===== src/rtl/ks_sliced_subtractor.sv =====
// ks_sliced_subtractor: 16-bit subtractor a - b - bin computed as a + ~b + ~bin,
// one 4-bit Kogge-Stone slice per clock, LSB slice first. The carry between
// slices is held in a register, so the critical path is a single 4-bit prefix
// network. Status flags are published only when the last slice completes.
module ks_sliced_subtractor (
   input  logic        clk,
   input  logic        rst_n,
   input  logic        start,
   input  logic [15:0] a,
   input  logic [15:0] b,
   input  logic        bin,
   output logic        busy,
   output logic        done,
   output logic [15:0] diff,
   output logic        bout,
   output logic        ovf,
   output logic        zero
);

   typedef enum logic [1:0] {
      IDLE = 2'd0,
      BUSY = 2'd1,
      DONE = 2'd2
   } state_t;

   state_t      state_q, state_d;
   logic [1:0]  idx_q, idx_d;
   logic [15:0] a_q, a_d;
   logic [15:0] b_q, b_d;
   logic        c_q, c_d;
   logic [15:0] res_q, res_d;
   logic [15:0] diff_q, diff_d;
   logic        bout_q, bout_d;
   logic        ovf_q, ovf_d;
   logic        zero_q, zero_d;

   logic [3:0]  x_s, y_s;
   logic [4:0]  slice_s;
   logic [15:0] res_merge_s;

   // 4-bit Kogge-Stone adder: two prefix levels, returns {carry_out, sum}.
   function automatic logic [4:0] ks_add4(input logic [3:0] x, input logic [3:0] y,
                                          input logic cin);
      logic [3:0] p, g, p1, g1, p2, g2, c;
      p  = x ^ y;
      g  = x & y;
      // level 1: span 2
      p1[0] = p[0];
      g1[0] = g[0];
      for (int i = 1; i < 4; i++) begin
         g1[i] = g[i] | (p[i] & g[i-1]);
         p1[i] = p[i] & p[i-1];
      end
      // level 2: span 4
      p2[1:0] = p1[1:0];
      g2[1:0] = g1[1:0];
      for (int i = 2; i < 4; i++) begin
         g2[i] = g1[i] | (p1[i] & g1[i-2]);
         p2[i] = p1[i] & p1[i-2];
      end
      // carries into each bit from the group terms and the slice carry-in
      c[0] = cin;
      for (int i = 1; i < 4; i++) begin
         c[i] = g2[i-1] | (p2[i-1] & cin);
      end
      return {g2[3] | (p2[3] & cin), p ^ c};
   endfunction

   // Select the operand nibbles for the slice currently being computed.
   always_comb begin
      x_s = 4'h0;
      y_s = 4'h0;
      case (idx_q)
         2'd0:    begin x_s = a_q[3:0];   y_s = ~b_q[3:0];   end
         2'd1:    begin x_s = a_q[7:4];   y_s = ~b_q[7:4];   end
         2'd2:    begin x_s = a_q[11:8];  y_s = ~b_q[11:8];  end
         2'd3:    begin x_s = a_q[15:12]; y_s = ~b_q[15:12]; end
         default: begin x_s = 4'h0;       y_s = 4'h0;        end
      endcase
   end

   assign slice_s = ks_add4(x_s, y_s, c_q);

   // Merge the freshly computed slice into the partial result.
   always_comb begin
      res_merge_s = res_q;
      case (idx_q)
         2'd0:    res_merge_s[3:0]   = slice_s[3:0];
         2'd1:    res_merge_s[7:4]   = slice_s[3:0];
         2'd2:    res_merge_s[11:8]  = slice_s[3:0];
         2'd3:    res_merge_s[15:12] = slice_s[3:0];
         default: res_merge_s        = res_q;
      endcase
   end

   // Next-state logic: accept, step through slices, publish results on the last one.
   always_comb begin
      state_d = state_q;
      idx_d   = idx_q;
      a_d     = a_q;
      b_d     = b_q;
      c_d     = c_q;
      res_d   = res_q;
      diff_d  = diff_q;
      bout_d  = bout_q;
      ovf_d   = ovf_q;
      zero_d  = zero_q;
      case (state_q)
         IDLE, DONE: begin
            if (start) begin
               a_d     = a;
               b_d     = b;
               c_d     = ~bin;
               idx_d   = 2'd0;
               res_d   = 16'h0000;
               state_d = BUSY;
            end else begin
               state_d = IDLE;
            end
         end
         BUSY: begin
            res_d = res_merge_s;
            c_d   = slice_s[4];
            idx_d = idx_q + 2'd1;
            if (idx_q == 2'd3) begin
               state_d = DONE;
               diff_d  = res_merge_s;
               bout_d  = ~slice_s[4];
               ovf_d   = (a_q[15] != b_q[15]) && (res_merge_s[15] != a_q[15]);
               zero_d  = (res_merge_s == 16'h0000);
            end else begin
               state_d = BUSY;
            end
         end
         default: begin
            state_d = IDLE;
            idx_d   = 2'd0;
         end
      endcase
   end

   // State and datapath registers; reset aborts any operation in flight.
   always_ff @(posedge clk or negedge rst_n) begin
      if (!rst_n) begin
         state_q <= IDLE;
         idx_q   <= 2'd0;
         a_q     <= 16'h0000;
         b_q     <= 16'h0000;
         c_q     <= 1'b0;
         res_q   <= 16'h0000;
         diff_q  <= 16'h0000;
         bout_q  <= 1'b0;
         ovf_q   <= 1'b0;
         zero_q  <= 1'b0;
      end else begin
         state_q <= state_d;
         idx_q   <= idx_d;
         a_q     <= a_d;
         b_q     <= b_d;
         c_q     <= c_d;
         res_q   <= res_d;
         diff_q  <= diff_d;
         bout_q  <= bout_d;
         ovf_q   <= ovf_d;
         zero_q  <= zero_d;
      end
   end

   assign busy = (state_q == BUSY);
   assign done = (state_q == DONE);
   assign diff = diff_q;
   assign bout = bout_q;
   assign ovf  = ovf_q;
   assign zero = zero_q;

endmodule


===== config.mk =====
export PLATFORM = sky130hd
export DESIGN_NAME = ks_sliced_subtractor
export DESIGN_NICKNAME = d
export VERILOG_FILES = /design/src/rtl/ks_sliced_subtractor.sv
export SDC_FILE = /design/constraint.sdc
export NUM_CORES = 1
export LEC_CHECK = 0
export CAP_MARGIN = 15
export CORE_ASPECT_RATIO = 0.6
export CORE_MARGIN = 2
export CORE_UTILIZATION = 44
export DETAILED_ROUTE_END_ITERATION = 16
export DONT_BUFFER_PORTS = 1
export HOLD_SLACK_MARGIN = 0.15
export PLACE_DENSITY = 0.56
export SLEW_MARGIN = 20
export SYNTH_ARGS = -nofsm -noshare
export SYNTH_HDL_FRONTEND = slang
export SYNTH_SLANG_ARGS = --single-unit

===== constraint.sdc =====
create_clock -name clk -period 7 [get_ports clk]
set_input_delay 1.05 -clock clk [delete_from_list [all_inputs] [get_ports clk]]
set_output_delay 1.05 -clock clk [all_outputs]
set_load 0.01 [all_outputs]

==> flow_summary_export.csv, run 1 <==
group,metric,value,unit
clock_tree,cts_root_buf,"clkbuf_16",
clock_tree,cts.repair.resized,0,
layout,ff_latch_area,1700,sq um
floorplan,die_w,114,um
drt,ant_nets,0,
floorplan,die_y,70.2,um
sta,timing.slew.headroom,36.0,%
sta,final_hold_viol_count,0,
critical_path,cp_max_fo,17,
pwr,total_leakage_power,1.65,nW
layout,area_delta_synth_final,10.0,%
pwr,switchingPower,0.00104,W
drt,drt-pass1-iter-count,6,
yosys,yosysWarningCount,0,
critical_path,start_kind,"register",
drt,num_vias,2441,
drt,route.detailed.drc,0,
pwr,cellPowerDensity,641,nW/um^2
drt,drt-initial-drc-count,200,
yosys,synth_common_cells,"nand2_1, dfrtp_1, o21ai_0",
yosys,synth-simple-area-share,17.2,%
floorplan,start_util,44.8,%
yosys,yosysMostFrequentCell,"nand2_1",
yosys,netlist_area,3220,sq um
sta,min_period,3580,ps
clock_tree,ctsHoldBuffers,0,
yosys,post_synth_fa_ha_maj_area_fraction,4.12,%
critical_path,reg2regPathDepth,11,
grt,antenna_found_initial,0,
grt,grt_max_degree,69,
sta,worst_pin_slew,960,ps
yosys,synth_top_area_share,52.9,%
layout,antenna_cells,0,
yosys,synth_edf_count,0,
yosys,synthFlopType,"dfrtp_1",
floorplan,row_count,24,
critical_path,crit_type,"register to register",
critical_path,cp-end-kind,"register",
grt,overflow,0,
clock_tree,insertion_delay,330,ps
yosys,synthTopCellsByArea,"dfrtp_1, nand2_1, o21ai_0",
layout,layout-drive-gt1-share,7.44,%
yosys,synthMuxAreaShare,3.23,%
min_path,min_path_type,"input port to asynchronous set/reset pin",
placement,port_buffers,0,
critical_path,cp.arrival,3790,ps
pwr,intPower,0.00123,W
run_status,status,"complete, no violations",
layout,final_nets,377,
yosys,synth.distinct_cells,43,
yosys,synth_top_family_by_area,"compound AO/OA/AOI/OAI gates",
critical_path,rrSetupSlack,3420,ps
pwr,p_seq_share,31.4,%
sta,finalSetupTns,0,ps
yosys,synth_xor_area_share,0.272,%
placement,dpl.hpwl,5.76,mm
drt,wl_per_cell,18.9,um
clock_tree,clk_pin_slew,60,ps
clock_tree,cts_sinks,68,
yosys,synth_seq_cells,68,
sta,drv_slew,0,
layout,nFillCells,702,
drt,viasPerCell,5.72,
critical_path,required,7210,ps
yosys,ys_async_sr_fraction,100,%
yosys,yosys.area.top_type,"dfrtp_1",
yosys,synth_compound_area_share,17.9,%
pwr,clock_power_share,18.0,%
grt,grt_pass1_vias,2297,
floorplan,dieArea,8030,sq um
clock_tree,post-cts-setup-buffers,0,
layout,final_cells,427,
placement,placed_cells,411,
pwr,p_comb_share,50.6,%
pwr,p_sw_share,45.8,%
grt,grtUsageTotal,22.0,%
sta,grt_setup_unrepaired,"no",
sta,period_share,51.1,%
placement,gp_congestion,0.870,
yosys,synth_nets,385,
sta,fmax,279,MHz
flow_run,max_cap_viol_count,0,
layout,multiInputGateArea,1380,sq um
yosys,seq_area_frac_synth,52.9,%
yosys,syn-mean-instance-area,9.49,sq um
clock_tree,clock_path_buffers,2,
clock_tree,h-tree-depth,3,
sta,skew,4.21,ps
pwr,ir_drop,0.000254,V
clock_tree,cts_tree,"done",
sta,setup_viol,0,
floorplan,core_area,7180,sq um
drt,wl,8.08,mm
floorplan,ios,57,
grt,grt_pass1_wl,13.0,mm
clock_tree,cts_buffers,9,
yosys,postSynthCellCount,339,
==> registers in the layout (all words and copies together) (netlist names) <==
register / cells
ovf: 1
b_q: 16
res_q: 12
idx_q: 2
c_q: 1
state_q: 2
diff: 16
bout: 1
zero: 1
a_q: 16
==> critical path, cell delays in order (launching register included) <==
cell and delay, ps:
dfrtp_1 400, inv_1 100, ha_1 600, inv_1 290
o22ai_1 230, a211oi_1 70, a21oi_1 230, ha_1 310
a211oi_2 410, o21ai_1 260, and3_1 290, mux2_2 280
==> power groups by stage <==
stage | Combinational (W) | Clock (W) | Sequential (W)
6_report | 0.00115 | 0.000408 | 0.000713
3_3_place_gp | 0.00112 | 0 | 0.000721
4_1_cts | 0.00114 | 0.000416 | 0.000715
2_1_floorplan | 0.000854 | 0 | 0.000675
3_5_place_dp | 0.00113 | 0 | 0.000720
5_1_grt | 0.00129 | 0.000436 | 0.000738
==> worst paths after layout <==
path	startpoint	endpoint
setup / recovery	idx_q[1]$_DFFE_PN0P_	diff[15]$_DFFE_PN0P_
hold / removal	rst_n	res_q[8]$_DFFE_PN0P_
setup reg to reg	idx_q[1]$_DFFE_PN0P_	diff[15]$_DFFE_PN0P_
hold reg to reg	a_q[14]$_DFFE_PN0P_	a_q[14]$_DFFE_PN0P_
max in group asynchronous	rst_n	diff[9]$_DFFE_PN0P_
min in group clk	a_q[14]$_DFFE_PN0P_	a_q[14]$_DFFE_PN0P_
==> metal layers <==
layer / part of all wire (%) / global-route usage (%) / wire length, um
met5: 0 / 0 / 0
met2: 37 / 25.3 / 2950
met1: 53 / 36.3 / 4310
met4: 0.97 / 6.10 / 78
met3: 9.2 / 8.51 / 739
==> cell type report <==
| type | count | area share, % |
|---|---|---|
| tap | 91 | 3.22 |
| timing repair buffer | 2 | 0.424 |
| clock inverter | 5 | 0.778 |
| multi-input combinational | 234 | 38.9 |
| clock buffer | 11 | 6.86 |
| sequential | 68 | 48.1 |
| inverter | 16 | 1.70 |
==> logic make-up after synthesis <==
family	after synthesis
and+or+nand+nor	130
AOI/OAI and AO/OA	83
DFF	68
buffers and inverters	37
muxes	10
adders and majority gates	10
xor gates and xnor gates	1
==> through the flow <==
stage / util, % / total power, W / setup slack, ps / cell area, sq um / hold WS [ps]
6_report: 49.3 / 0.00227 / 3420 / 3540 / 415
5_1_grt: 49.3 / 0.00246 / 3080 / 3540 / 397
4_1_cts: 49.3 / 0.00227 / 3460 / 3540 / 405
3_5_place_dp: 45.5 / 0.00185 / 3480 / 3270 / 464
3_3_place_gp: 45.5 / 0.00184 / 3560 / 3270 / 462
2_1_floorplan: - / 0.00153 / 4110 / 3220 / 445
==> placed cells by master, fill, tap and decap left out, types with 2 or more instances in the layout <==
cell	instances
a221oi_1	2
o21ai_0	24
clkinv_2	4
dfrtp_1	68
a41oi_1	3
a21oi_1	11
nand2_1	98
o21ai_1	4
mux2i_1	7
a32o_1	8
mux2_2	3
o22ai_1	4
clkbuf_16	9
nor2b_1	6
and3_1	2
nor2_1	11
a222oi_1	5
o31ai_1	2
inv_1	15
a211oi_1	4
nand2b_1	3
o21bai_1	2
ha_1	9
buf_4	2
a22o_1	5
a31oi_1	2
or3_1	2
No activity file was read; power rests on OpenSTA's default activity.
==> run 2, diff against run 1 <==
--- a/config.mk
+++ b/config.mk
@@ -12,7 +12,7 @@
 export DETAILED_ROUTE_END_ITERATION = 16
 export DONT_BUFFER_PORTS = 1
 export HOLD_SLACK_MARGIN = 0.15
-export PLACE_DENSITY = 0.56
+export PLACE_DENSITY = 0.58
 export SLEW_MARGIN = 20
 export SYNTH_ARGS = -nofsm -noshare
 export SYNTH_HDL_FRONTEND = slang
==> constraint.sdc (replaced) <==
create_clock -name clk -period 3.1 [get_ports clk]
set_input_delay 0.465 -clock clk [delete_from_list [all_inputs] [get_ports clk]]
set_output_delay 0.465 -clock clk [all_outputs]
set_load 0.01 [all_outputs]
==> run 2 against run 1 <==
  * Routed wire length shrank 2.0%
  * Worst setup slack got worse by 3200 ps
  * Cell count up 1.6%
  * Die area unchanged
  * Via count up 0.41%
  * Maximum frequency grew 25%
  * Critical endpoint is now diff[2]$_DFFE_PN0P_
==> flow_summary_export.csv, run 2 (synthesis results as in run 1) <==
group,metric,value,unit
run_status,status,"complete, no violations",
placement,place_area,3320,sq um
placement,port_buffers,0,
sta,period_share,92.2,%
floorplan,dieArea,8030,sq um
drt,num_vias,2451,
sta,setup_viol,0,
sta,fmax,350,MHz
drt,viasPerCell,5.65,
drt,ant_nets,0,
critical_path,cp-end-kind,"register",
sta,final_hold_viol_count,0,
grt,grtUsageTotal,21.7,%
sta,timing.slew.headroom,55.0,%
clock_tree,cts_buffers,9,
clock_tree,clock_path_buffers,2,
grt,antenna_found_initial,0,
layout,area_delta_synth_final,14.2,%
floorplan,row_count,24,
floorplan,start_util,44.8,%
sta,min_period,2860,ps
grt,grt_pass1_vias,2360,
min_path,min_path_type,"input port to register",
placement,gp_congestion,0.840,
grt,grt_max_degree,69,
drt,route.detailed.drc,0,
clock_tree,post-cts-setup-buffers,0,
floorplan,core_area,7180,sq um
floorplan,die_y,70.2,um
placement,placed_cells,418,
critical_path,required,3310,ps
clock_tree,insertion_delay,330,ps
critical_path,cp.arrival,3070,ps
sta,grt_setup_unrepaired,"no",
layout,final_nets,386,
layout,final_cell_area,3670,sq um
flow_run,max_cap_viol_count,0,
grt,overflow,0,
clock_tree,h-tree-depth,3,
floorplan,die_w,114,um
critical_path,cp_max_fo,7,
clock_tree,clk_pin_slew,50,ps
sta,finalSetupTns,0,ps
layout,mostFrequentLayoutCells,"nand2_1, dfrtp_1, o21ai_0",
critical_path,crit_type,"register to register",
layout,final_common_cell,"nand2_1",
layout,fin_util,51.2,%
drt,drt-initial-drc-count,196,
floorplan,ios,57,
layout,layout-drive-gt1-share,11.7,%
layout,final_cells,434,
sta,drv_slew,0,
clock_tree,cts_root_buf,"clkbuf_16",
layout,antenna_cells,0,
placement,dpl.hpwl,5.65,mm
sta,worst_pin_slew,672,ps
drt,wl_per_cell,18.2,um
drt,wl,7.92,mm
drt,drt-pass1-iter-count,4,
clock_tree,cts_sinks,68,
critical_path,start_kind,"register",
layout,nFillCells,676,
sta,skew,5.15,ps
clock_tree,cts_tree,"done",
grt,grt_pass1_wl,13.0,mm
-- run 2: layout make-up --
class	instances	area (sq um)	share of cell area (%)
Multi-Input combinational cell	234	1400	38.1
Clock buffer	12	256	6.99
Timing Repair Buffer	11	105	2.86
Clock inverter	2	35.0	0.954
Tap cell	91	114	3.10
Sequential cell	68	1700	46.4
Inverter	16	60.1	1.64
-- run 2: worst max-delay path, cell delays in order (launching register included) --
cell       delay, ps
dfrtp_2          430
inv_1            120
ha_1             300
inv_2            130
o22ai_1          150
a211oi_1          70
a21oi_1          230
ha_1             300
a211oi_2         230
buf_4            180
o21ba_2          200
o2bb2ai_2        120
mux2_2           280
-- run 2: per-stage QoR --
| stage | setup WS (ps) | hold slack (ps) |
|---|---|---|
| CTS | 96.3 | 227 |
| global route | 31.7 | 235 |
| finish | 241 | 243 |
| detailed placement | 146 | 171 |
| global placement | 227 | 171 |
| floorplan | 212 | 169 |
-- run 2: path summary, 6_finish.rpt --
check | startpoint | end | slack [ps] | cells past startpoint
min in group asynchronous | rst_n | res_q[3]$_DFFE_PN0P_ | 700 | 2
worst max register to register | idx_q[0]$_DFFE_PN0P_ | diff[2]$_DFFE_PN0P_ | 240 | 12
worst min-delay path | b[11] | b_q[11]$_DFFE_PN0P_ | 240 | 2
worst min register to register | b_q[7]$_DFFE_PN0P_ | b_q[7]$_DFFE_PN0P_ | 480 | 2
max in group asynchronous | rst_n | idx_q[0]$_DFFE_PN0P_ | 2080 | 2
worst max-delay path | idx_q[0]$_DFFE_PN0P_ | diff[2]$_DFFE_PN0P_ | 240 | 12
-- run 2: routing by layer --
layer	part of all wire [%]	track usage, %	up-vias
li1	-	-	1182
met1	53	34.5	1181
met2	38	25.8	84
met3	8.3	9.03	4
met4	0.42	7.18	0
met5	0	0	-
-- run 2: timing repair --
action,CTS,global route
resized for setup,0,9
setup endpoints to repair,0,15
hold buffers,2,0
endpoints found under the hold margin,68,0
Power of run 2 is not shown: default switching activity piles up to over one toggle a cycle in this logic, so the estimate is an artifact.
==> run 3, diff against run 2 <==
--- a/config.mk
+++ b/config.mk
@@ -9,6 +9,7 @@
 export CORE_ASPECT_RATIO = 0.6
 export CORE_MARGIN = 2
 export CORE_UTILIZATION = 44
+export CTS_BUF_LIST = sky130_fd_sc_hd__clkbuf_4
 export DETAILED_ROUTE_END_ITERATION = 16
 export DONT_BUFFER_PORTS = 1
 export HOLD_SLACK_MARGIN = 0.15
@@ -17,3 +18,4 @@
 export SYNTH_ARGS = -nofsm -noshare
 export SYNTH_HDL_FRONTEND = slang
 export SYNTH_SLANG_ARGS = --single-unit
+export TNS_END_PERCENT = 10
==> run 3 against run 2 <==
  * Sequential cell count did not move
  * Via count rose by 2.4%
  * Cell count rose by 6.5%
  * Register-to-register slack barely moved
  * Largest cell class unchanged
  * First-iteration DRC count fell by 6.1%
  * Routed wire length rose by 0.34%
  * Critical path depth did not move
  * Cell area rose by 2.7%
  * Worst setup slack got worse by 11 ps
  * Non-clock buffer count rose by 28
==> flow_summary_export.csv, run 3 (synthesis results as in run 1) <==
group,metric,value,unit
layout,final_nets,414,
clock_tree,insertion_delay,430,ps
pwr,totalPowerFinal,0.00490,W
drt,wl_per_cell,17.2,um
sta,setup_viol,0,
drt,drt-initial-drc-count,184,
critical_path,required,3400,ps
pwr,ir_drop,0.000495,V
clock_tree,clk_pin_slew,100,ps
layout,mostFrequentLayoutCells,"nand2_1, dfrtp_1, dlygate4sd3_1",
critical_path,path_cells,"inv_1 -> ha_1 -> inv_2 -> o22ai_1 -> a211oi_1 -> a21oi_1 -> ha_1 -> a211oi_2 -> buf_4 -> o21ba_2 -> o2bb2ai_2 -> mux2_2",
critical_path,slowest_delay,450,ps
floorplan,die_y,70.2,um
layout,nFillCells,667,
critical_path,cp_max_fo,7,
critical_path,crit_path_top_delay_cell,"dfrtp_2",
sta,holdWs,178,ps
clock_tree,cts_sinks,68,
layout,ff_latch_area,1700,sq um
critical_path,cp-end-kind,"register",
clock_tree,clock_path_buffers,2,
sta,final_hold_viol_count,0,
grt,antenna_found_initial,0,
clock_tree,h-tree-depth,3,
sta,worst_pin_slew,674,ps
pwr,total_leakage_power,1.75,nW
drt,num_vias,2509,
grt,overflow,0,
grt,grtUsageTotal,22.0,%
grt,grt_pass1_wl,13.3,mm
layout,area_delta_synth_final,17.3,%
sta,min_period,2870,ps
placement,dpl.hpwl,5.65,mm
floorplan,ios,57,
run_status,status,"complete, no violations",
drt,drt-pass1-iter-count,4,
sta,drv_slew,0,
grt,grt_max_degree,69,
placement,gp_congestion,0.840,
floorplan,core_area,7180,sq um
clock_tree,cts_buffers,9,
drt,viasPerCell,5.43,
sta,period_share,92.6,%
layout,final_common_cell,"nand2_1",
critical_path,cpMostUsedCell,"ha_1",
critical_path,start_kind,"register",
placement,port_buffers,0,
clock_tree,cts_tree,"done",
critical_path,crit_type,"register to register",
layout,layout-drive-gt1-share,9.70,%
layout,final_cells,462,
floorplan,start_util,44.8,%
drt,wl,7.94,mm
sta,timing.slew.headroom,54.9,%
pwr,cellPowerDensity,1300,nW/um^2
drt,ant_nets,0,
min_path,min_path_type,"input port to register",
drt,route.detailed.drc,0,
sta,grt_setup_unrepaired,"no",
placement,placed_cells,418,
flow_run,max_cap_viol_count,0,
sta,skew,17.1,ps
critical_path,cp.arrival,3170,ps
clock_tree,cts_root_buf,"clkbuf_4",
layout,multiInputGateArea,1390,sq um
floorplan,die_w,114,um
floorplan,row_count,24,
sta,fmax,348,MHz
sta,finalSetupTns,0,ps
floorplan,dieArea,8030,sq um
grt,grt_pass1_vias,2477,
layout,antenna_cells,0,
## run 3: changes by cell type in the layout (fill, tap and decap cells not counted), sizes merged
| cell | before | now |
|---|---|---|
| dlygate4sd3 | 1 | 29 |
| clkbuf | 12 | 10 |
| clkinv | 1 | 3 |
## run 3: per-layer routing
metal	up-vias	routed length [um]	global-route usage, %
met3	9	707	9.46
met4	0	82	5.96
met5	-	0	0
met2	88	2900	26.2
li1	1234	-	-
met1	1178	4250	35.1
## run 3: power breakdown
part	switching (W)	total, W	internal [W]
combinational	0.00169	0.00277	0.00108
sequential	0.000311	0.00160	0.00129
clock	0.000292	0.000532	0.000240
total	0.00229	0.00490	0.00261
## run 3: cell type report
| type | count | share of cell area (%) |
|---|---|---|
| Tap cell | 91 | 3.02 |
| Multi-Input combinational cell | 234 | 36.9 |
| Clock buffer | 10 | 1.99 |
| Clock inverter | 4 | 1.13 |
| Timing Repair Buffer | 39 | 10.2 |
| Sequential cell | 68 | 45.2 |
| Inverter | 16 | 1.59 |
## run 3: final timing paths
check,startpoint,end,slack (ps),cells past startpoint
max in group asynchronous,rst_n,idx_q[0]$_DFFE_PN0P_,2170,2
worst min register to register,b_q[3]$_DFFE_PN0P_,b_q[3]$_DFFE_PN0P_,490,2
worst min-delay path,b[12],b_q[12]$_DFFE_PN0P_,180,2
worst max-delay path,idx_q[0]$_DFFE_PN0P_,diff[2]$_DFFE_PN0P_,230,12
worst max register to register,idx_q[0]$_DFFE_PN0P_,diff[2]$_DFFE_PN0P_,230,12
min in group asynchronous,rst_n,c_q$_DFFE_PN0P_,580,2
## run 3: per-stage QoR
stage                     worst slack, ps  instance area (sq um)  utilization [%]
after floorplan                       212                   3220                -
after global placement                227                   3320             46.3
after detailed placement              146                   3320             46.3
after CTS                            84.7                   3760             52.3
after global routing                 5.45                   3770             52.5
final                                 230                   3770             52.5
## run 3: what timing repair did
item                       in CTS  in global routing
setup buffers                   0                  0
hold buffers                   30                  0
hold endpoints to repair       96                  0
setup endpoints to repair       0                 15
gates resized for setup         0                  6
## run 3: critical path: cells and delay by family, from the launching register on
kind / cells / cell delay (ps)
buffers and inverters: 3 / 430
adder cells (fa/ha/maj): 2 / 600
AO/OA/AOI/OAI: 6 / 1010
multiplexers: 1 / 280
flip-flops: 1 / 450
